$ cat src/rtl/stream_fifo_pkg.sv
// stream_fifo_pkg: default geometry and a power-of-two depth check shared by the FIFO files
package stream_fifo_pkg;
  localparam int DEF_WIDTH = 8;
  localparam int DEF_ENTRIES = 16;
  function automatic bit is_pow2(input int n);
    return n >= 2 && (n & (n - 1)) == 0;
  endfunction
endpackage

$ cat src/rtl/stream_fifo_ram.sv
// simple_dual_port_ram: one write port, one registered read port, no reset on contents
module simple_dual_port_ram #(
  parameter int WIDTH = 8,
  parameter int ENTRIES = 16,
  localparam int ADDR_W = $clog2(ENTRIES)
) (
  input  logic              wclk,
  input  logic              we,
  input  logic [ADDR_W-1:0] waddr,
  input  logic [WIDTH-1:0]  wdata,
  input  logic              rclk,
  input  logic [ADDR_W-1:0] raddr,
  output logic [WIDTH-1:0]  rdata
);
  logic [WIDTH-1:0] mem [ENTRIES];
  always_ff @(posedge wclk)
    if (we) mem[waddr] <= wdata;
  always_ff @(posedge rclk)
    rdata <= mem[raddr];
endmodule

$ cat src/rtl/stream_fifo.sv
// stream_fifo: valid/ready FIFO over a 1-cycle-latency RAM, presenting the head word fall-through
module stream_fifo
  import stream_fifo_pkg::*;
#(
  parameter int WIDTH = DEF_WIDTH,
  parameter int ENTRIES = DEF_ENTRIES
) (
  input  logic                       clk,
  input  logic                       rst,
  input  logic [WIDTH-1:0]           in_data,
  input  logic                       in_valid,
  output logic                       in_ready,
  output logic [WIDTH-1:0]           out_data,
  output logic                       out_valid,
  input  logic                       out_ready,
  output logic [$clog2(ENTRIES):0]   count
);
  localparam int ADDR_W = $clog2(ENTRIES);
  localparam int PTR_W = ADDR_W + 1;
  if (!is_pow2(ENTRIES)) begin : g_bad_depth
    $error("stream_fifo: ENTRIES must be a power of two >= 2");
  end
  logic [PTR_W-1:0] wr_ptr, rd_ptr, wr_ptr_d1, wr_ptr_next, rd_ptr_next, wr_ptr_d1_next;
  logic push, pop;
  assign push = in_valid && in_ready;
  assign pop = out_valid && out_ready;
  assign count = wr_ptr - rd_ptr;
  assign in_ready = !rst && count != PTR_W'(ENTRIES);
  assign wr_ptr_next = wr_ptr + PTR_W'(push);
  assign rd_ptr_next = rd_ptr + PTR_W'(pop);
  assign wr_ptr_d1_next = wr_ptr;
  // Validity trails writes by one cycle so a read colliding with a same-cycle write is never shown
  always_ff @(posedge clk)
    if (rst) begin
      wr_ptr <= '0;
      rd_ptr <= '0;
      wr_ptr_d1 <= '0;
      out_valid <= 1'b0;
    end else begin
      wr_ptr <= wr_ptr_next;
      rd_ptr <= rd_ptr_next;
      wr_ptr_d1 <= wr_ptr_d1_next;
      out_valid <= wr_ptr_d1_next != rd_ptr_next;
    end
  always_comb
    if (!rst) assert (out_valid == (wr_ptr_d1 != rd_ptr));
  simple_dual_port_ram #(.WIDTH(WIDTH), .ENTRIES(ENTRIES)) u_ram (
    .wclk(clk),
    .we(push),
    .waddr(wr_ptr[ADDR_W-1:0]),
    .wdata(in_data),
    .rclk(clk),
    .raddr(rd_ptr_next[ADDR_W-1:0]),
    .rdata(out_data)
  );
endmodule

$ cat config.mk
export PLATFORM = sky130hd
export DESIGN_NAME = stream_fifo
export DESIGN_NICKNAME = d
export VERILOG_FILES = /design/src/rtl/stream_fifo_pkg.sv /design/src/rtl/stream_fifo_ram.sv /design/src/rtl/stream_fifo.sv
export SDC_FILE = /design/constraint.sdc
export NUM_CORES = 1
export LEC_CHECK = 0
export CORE_UTILIZATION = 26
export DETAILED_ROUTE_END_ITERATION = 6
export HOLD_SLACK_MARGIN = 0.02
export PLACE_DENSITY_LB_ADDON = 0.12
export SLEW_MARGIN = 20
export SYNTH_ARGS = -nofsm -noshare
export SYNTH_HDL_FRONTEND = slang
export SYNTH_SLANG_ARGS = --single-unit
$ cat constraint.sdc
create_clock -name clk -period 6.62 [get_ports clk]
set_clock_uncertainty 0.15 [all_clocks]
set_input_delay 1.986 -clock clk [delete_from_list [all_inputs] [get_ports clk]]
set_output_delay 1.986 -clock clk [all_outputs]
set_load 0.01 [all_outputs]
==> run_results.csv, run 1 <==
group,metric,value,unit
placement,place_congestion,0.7130,
placement,port_buffers,26,
cts,clkTransAtPathRegs,0.06,ns
die,row_count,55,
synthesis,syn_area,6016,um^2
critical_path,worstRegToRegCells,8,
critical_path,cpPeakStageDelay,0.65,ns
sta,max_freq,0.1791,GHz
sta,rsz0062_at_grt,"no",
layout,diodes,0,
global_routing,grt.overflow.total,0,
cts,cts-buffers-inserted,17,
sta,finalHoldViolations,0,
critical_path,cp-start-kind,"input port",
layout,final_util,32.11,%
cts,htreeDepth,4,
critical_path,crit_path_top_delay_cell,"clkdlybuf4s50_1",
drt,dr.pass1.iters,4,
die,core_area,22640,um^2
layout,areaGrowthSynthToFinish,20.86,%
critical_path,arrival,3.45,ns
die,die_w,154.1,um
cts,ctsHoldBuffers,0,
critical_path,crit_path_cell_trace,"clkdlybuf4s50_1 -> a31oi_1 -> clkdlybuf4s50_1",
drt,wire_per_inst,20.18,um
global_routing,grt_pass1_wl,22450,um
synthesis,avgSynthCellArea,15.04,um^2
critical_path,setup.worst_path.class,"in2out",
cts,ctsRootBufferMaster,"clkbuf_16",
synthesis,synth-async-reset-ratio,0,%
synthesis,synth_warnings,0,
die,floorplan.initialDensity,26.57,%
cts,cts_tree,"yes",
critical_path,required,4.48,ns
sta,period_needed,5.584,ns
synthesis,ys_seq_elements,147,
die,dieArea,23750,um^2
drt,drcViolationCount,0,
layout,drive_above_1_share,16.59,%
sta,slew_viol_final,0,
global_routing,track_usage,13.25,%
layout,fillers,2205,
synthesis,synth_ff_type,"edfxtp_1",
pwr,vdd_drop_max,127.5,uV
pwr,power_density,302.7,nW/um^2
layout,layout.nets,454,
sta,tns,0,ns
drt,via_count,3406,
synthesis,syn_nets,421,
sta,tightest_slew,1.104,ns
synthesis,yosysUniqueCellTypes,33,
die,die_h,154.1,um
cts,cts_setup_buffers,0,
drt,via_per_inst,4.659,
pwr,p_leak,2.341,nW
run_status,outcome,"finished clean",
global_routing,grt_pass1_vias,3629,
critical_path,cp_top_family,"buffers and inverters",
drt,drtIter0Drc,226,
placement,dp_hpwl,9172,um
drt,postRouteAntennaNets,0,
critical_path,crit_buf_inv,2,
global_routing,grt_max_degree,27,
cts,clock_path_buffers,2,
cts,post_cts_resized,0,
min_path,hold_depth,2,
synthesis,synth_edf_count,128,
critical_path,crit_fanout,13,
global_routing,antenna_found_initial,0,
die,boundaryPins,27,
critical_path,cp_num_cells,3,
cts,clkSinkCount,147,
synthesis,yosysSeqAreaShare,70.22,%
sta,hold_slack,0.3826,ns
job,drv_cap,0,
cts,clk_latency,0.42,ns
sta,period_share,84.36,%
synthesis,postSynthCellCount,400,
sta,final-setup-viol-count,0,
critical_path,worstSetupEndpointType,"output pin",
sta,max_slew_margin,26.07,%
critical_path,timing.critical_path.mode_cell,"clkdlybuf4s50_1",
drt,drt_wl_total,14750,um
min_path,hp-class,"reg2reg",
-- where the power goes --
part	switching (mW)	internal, mW	leakage [nW]	total [mW]
Sequential	0.0108	1.03	1.31	1.04
Clock	0.374	0.563	0.283	0.937
Combinational	0.127	0.0985	0.749	0.226
Total	0.512	1.69	2.34	2.20
-- cell usage after synthesis, types with 2 or more instances --
library cell,n,area [um^2]
and2_1,3,18.77
buf_2,8,40.04
xnor2_1,8,70.07
a21oi_1,2,10.01
nor2_1,15,56.30
buf_1,3,11.26
xor2_1,4,35.03
edfxtp_1,128,3844
nor2b_1,10,62.56
inv_1,9,33.78
nand4_1,4,25.02
a221oi_1,8,70.07
clkbuf_1,11,41.29
a31oi_1,18,112.6
nand2_1,58,217.7
ha_1,8,100.1
nand2b_1,2,12.51
mux2i_1,16,160.2
mux4_2,16,360.4
nand3_1,31,155.2
a32o_1,8,80.08
dfxtp_1,19,380.4
-- metal layers --
| layer | track usage (%) | wire length (um) | vias to the layer above |
|---|---|---|---|
| li1 | - | - | 1586 |
| met1 | 17.33 | 6922 | 1745 |
| met2 | 21.60 | 7107 | 63 |
| met3 | 3.072 | 588 | 12 |
| met4 | 4.381 | 132 | 0 |
| met5 | 0 | 0 | - |
-- cell type report --
type | instances | area (um^2) | area share [%]
multi-input cells | 220 | 1728 | 23.77
well taps | 285 | 356.6 | 4.904
clock buffers | 19 | 442.9 | 6.092
repair buffers | 38 | 350.3 | 4.818
clock inverters | 13 | 135.1 | 1.859
inverters | 9 | 33.78 | 0.4646
flip-flops and latches | 147 | 4224 | 58.10
-- through the flow --
stage	instances	total power [mW]	instance area, um^2	setup WS [ns]
after floorplan	400	1.176	6016	2.070
after global placement	699	1.280	6655	1.034
after detailed placement	699	1.286	6686	1.007
after CTS	731	2.222	7264	1.006
after global routing	731	2.272	7271	0.9260
final	731	2.201	7271	1.036
-- worst min-delay path, cell delays in order (launching register included) --
cell	delay, ns
dfxtp_1	0.35
xor2_1	0.08
nor2_1	0.07
-- cells in the final DEF, fill, tap and decap left out, types with 2 or more instances in the layout --
cell type	count
a32o_1	8
clkbuf_16	17
nor2b_1	10
clkinvlp_4	2
clkdlybuf4s50_1	26
mux4_2	16
clkinv_4	3
xor2_1	4
dfxtp_1	19
nand4_1	4
xnor2_1	7
clkinv_2	5
nor2_1	15
mux2i_1	16
nand2b_1	2
buf_4	12
a31oi_1	8
inv_1	9
ha_1	8
a31oi_2	10
nand2_1	58
a21oi_1	2
bufinv_16	2
a221oi_1	8
edfxtp_1	128
and2_1	3
nand3_1	31
xnor2_2	2
-- worst paths after layout --
check	from	slack, ns	endpoint
max	rst	1.04	in_ready
min	rd_ptr[4]$_SDFF_PP0_	0.38	rd_ptr[4]$_SDFF_PP0_
max reg2reg	wr_ptr[0]$_SDFF_PP0_	3.24	u_ram.mem[0][1]$_DFFE_PP_
min reg2reg	rd_ptr[4]$_SDFF_PP0_	0.38	rd_ptr[4]$_SDFF_PP0_
-- kinds of logic (layout without fill, tap and decap cells) --
logic type,count (synthesis),in the layout,synth area share (%)
xor+xnor,14,14,2.288
flops,147,147,70.22
fa+ha+maj,9,9,1.997
buf+inv,33,79,2.413
mux,32,32,8.652
compound gates,38,38,4.825
simple gates,127,127,9.609
-- state kept, by name, summed over array words and instances (netlist names) --
name         flops
u_ram.rdata      8
rd_ptr           5
u_ram.mem      128
wr_ptr           5
out_valid        1
Power figures use the tool's default switching activity.
==> run 2, diff against run 1 <==
Clock period 6.62 ns to 5.2 ns, I/O delays scaled along.
==> run 2 against run 1 <==
Sequential power increased by 27%. Largest power group unchanged. Clock power increased by 26%. Critical path type is now reg2out. Worst setup slack got worse by 0.40 ns.
==> run_results.csv, run 2 (synthesized netlist as in run 1, its figures left out) <==
group,metric,value,unit
critical_path,worstSetupEndpointType,"output pin",
cts,htreeDepth,4,
min_path,whs_endpoint,"rd_ptr[4]$_SDFF_PP0_",
critical_path,reg2reg_slack,2.02,ns
layout,drive_above_1_share,16.45,%
critical_path,crit_path_top_delay_cell,"clkdlybuf4s50_1",
cts,ctsRootBufferMaster,"clkbuf_16",
global_routing,grt_pass1_wl,21820,um
min_path,hold_depth,2,
critical_path,reg2reg_from,"wr_ptr[0]$_SDFF_PP0_",
sta,period_share,87.72,%
cts,clk_latency,0.41,ns
cts,ctsHoldBuffers,0,
critical_path,cp_top_family,"buffers and inverters",
sta,finalHoldViolations,0,
critical_path,crit_path_cell_trace,"inv_1 -> ha_1 -> fa_1 -> xnor2_1 -> nor3_2 -> buf_4 -> a31oi_1 -> clkdlybuf4s50_1",
sta,tns,0,ns
cts,cts_setup_buffers,0,
min_path,min_from,"rd_ptr[4]$_SDFF_PP0_",
placement,port_buffers,26,
cts,clock_path_buffers,2,
sta,max_freq,0.2192,GHz
cts,post_cts_resized,0,
sta,tightest_slew,0.8320,ns
drt,wire_per_inst,19.01,um
layout,final_common_cell,"edfxtp_1",
drt,dr.pass1.iters,5,
sta,hold_slack,0.3898,ns
layout,areaGrowthSynthToFinish,21.65,%
global_routing,grt.overflow.total,0,
global_routing,grt_max_degree,31,
drt,drtIter0Drc,216,
sta,slew_viol_final,0,
drt,via_per_inst,4.586,
critical_path,arrival,2.85,ns
layout,mostFrequentLayoutCells,"edfxtp_1, nand2_1, nand3_1, buf_4, clkdlybuf4s50_1",
drt,postRouteAntennaNets,0,
global_routing,grt_pass1_vias,3512,
pwr,power_density,379.7,nW/um^2
die,die_w,154.1,um
critical_path,worstRegToRegCells,13,
layout,fillers,2211,
die,boundaryPins,27,
die,die_h,154.1,um
die,core_area,22640,um^2
critical_path,r2r-end,"wr_ptr[4]$_SDFF_PP0_",
global_routing,antenna_found_initial,0,
placement,place_congestion,0.7375,
layout,diodes,0,
drt,drcViolationCount,0,
critical_path,crit_fanout,18,
drt,drt_wl_total,14200,um
die,floorplan.initialDensity,26.57,%
layout,layout.nets,470,
global_routing,track_usage,12.96,%
sta,period_needed,4.562,ns
critical_path,required,3.49,ns
cts,clkSinkCount,147,
cts,cts_tree,"yes",
run_status,outcome,"finished clean",
min_path,hp-class,"reg2reg",
sta,final-setup-viol-count,0,
sta,max_slew_margin,44.42,%
critical_path,setup.worst_path.class,"reg2out",
cts,clkTransAtPathRegs,0.06,ns
critical_path,cpPeakStageDelay,0.56,ns
die,dieArea,23750,um^2
pwr,vdd_drop_max,169.4,uV
die,row_count,55,
drt,via_count,3426,
layout,largestRegisters,"u_ram.mem x128, u_ram.rdata x8",
critical_path,cp-start-kind,"flop",
placement,dp_hpwl,8974,um
pwr,p_leak,2.417,nW
layout,largest-register,"u_ram.mem",
critical_path,crit_buf_inv,3,
sta,rsz0062_at_grt,"no",
job,drv_cap,0,
layout,largest_reg_flops,128,
cts,cts-buffers-inserted,17,
## run 2: changes by cell type in the layout (fill, tap and decap cells not counted), moves of 3 or more
cell,previous run,this run
a31oi_1,8,18
a31oi_2,10,0
buf_4,12,28
clkinv_1,0,3
clkinv_2,5,2
## run 2: through the flow
stage / instance area, um^2 / worst slack [ns] / instances / util, % / power, mW
2_1_floorplan: 6016 / 1.250 / 400 / - / 1.497
3_3_place_gp: 6750 / 0.7879 / 715 / 29.81 / 1.627
3_5_place_dp: 6750 / 0.8040 / 715 / 29.81 / 1.628
4_1_cts: 7318 / 0.5956 / 747 / 32.32 / 2.817
5_1_grt: 7318 / 0.4517 / 747 / 32.32 / 2.889
6_report: 7318 / 0.6384 / 747 / 32.32 / 2.779
## run 2: layout make-up
| cell class | instances | area [um^2] | area share (%) |
|---|---|---|---|
| Sequential cell | 147 | 4224 | 57.72 |
| Inverter | 9 | 33.78 | 0.4616 |
| Clock inverter | 13 | 135.1 | 1.846 |
| Tap cell | 285 | 356.6 | 4.873 |
| Timing Repair Buffer | 54 | 470.5 | 6.428 |
| Multi-Input combinational cell | 220 | 1665 | 22.76 |
| Clock buffer | 19 | 432.9 | 5.916 |
## run 2: how the worst max path moves through the flow
| stage | end | from | slack (ns) | cells after the start |
|---|---|---|---|---|
| 2_1_floorplan | count[4] | wr_ptr[0]$_SDFF_PP0_ | 1.25 | 8 |
| 3_3_place_gp | in_ready | rst | 0.79 | 3 |
| 3_5_place_dp | in_ready | rst | 0.80 | 3 |
| 4_1_cts | in_ready | wr_ptr[0]$_SDFF_PP0_ | 0.60 | 8 |
| 5_1_grt | in_ready | wr_ptr[0]$_SDFF_PP0_ | 0.45 | 8 |
| 6_report | in_ready | wr_ptr[0]$_SDFF_PP0_ | 0.64 | 8 |
## run 2: power breakdown
part	leakage, nW	total, mW	internal [mW]	switching, mW
Clock	0.276	1.18	0.706	0.476
Combinational	0.831	0.279	0.129	0.150
Sequential	1.31	1.32	1.31	0.0109
Total	2.42	2.78	2.14	0.637
## run 2: metal layers
metal,part of all wire [%],global-route usage [%],vias to the layer above
li1,-,-,1621
met5,0,0,-
met3,3.0,2.593,14
met4,1.3,4.905,0
met2,50,21.75,52
met1,46,16.46,1739
## run 2: worst reg2reg max path, cell delays in order, from the launching register on
cell	delay (ns)
dfxtp_1	0.49
inv_1	0.11
ha_1	0.21
fa_1	0.40
nand2b_1	0.16
a21oi_1	0.17
xor2_1	0.27
buf_4	0.27
a31oi_1	0.11
ha_1	0.21
ha_1	0.21
nand2_1	0.12
xor2_1	0.16
nor2_1	0.05
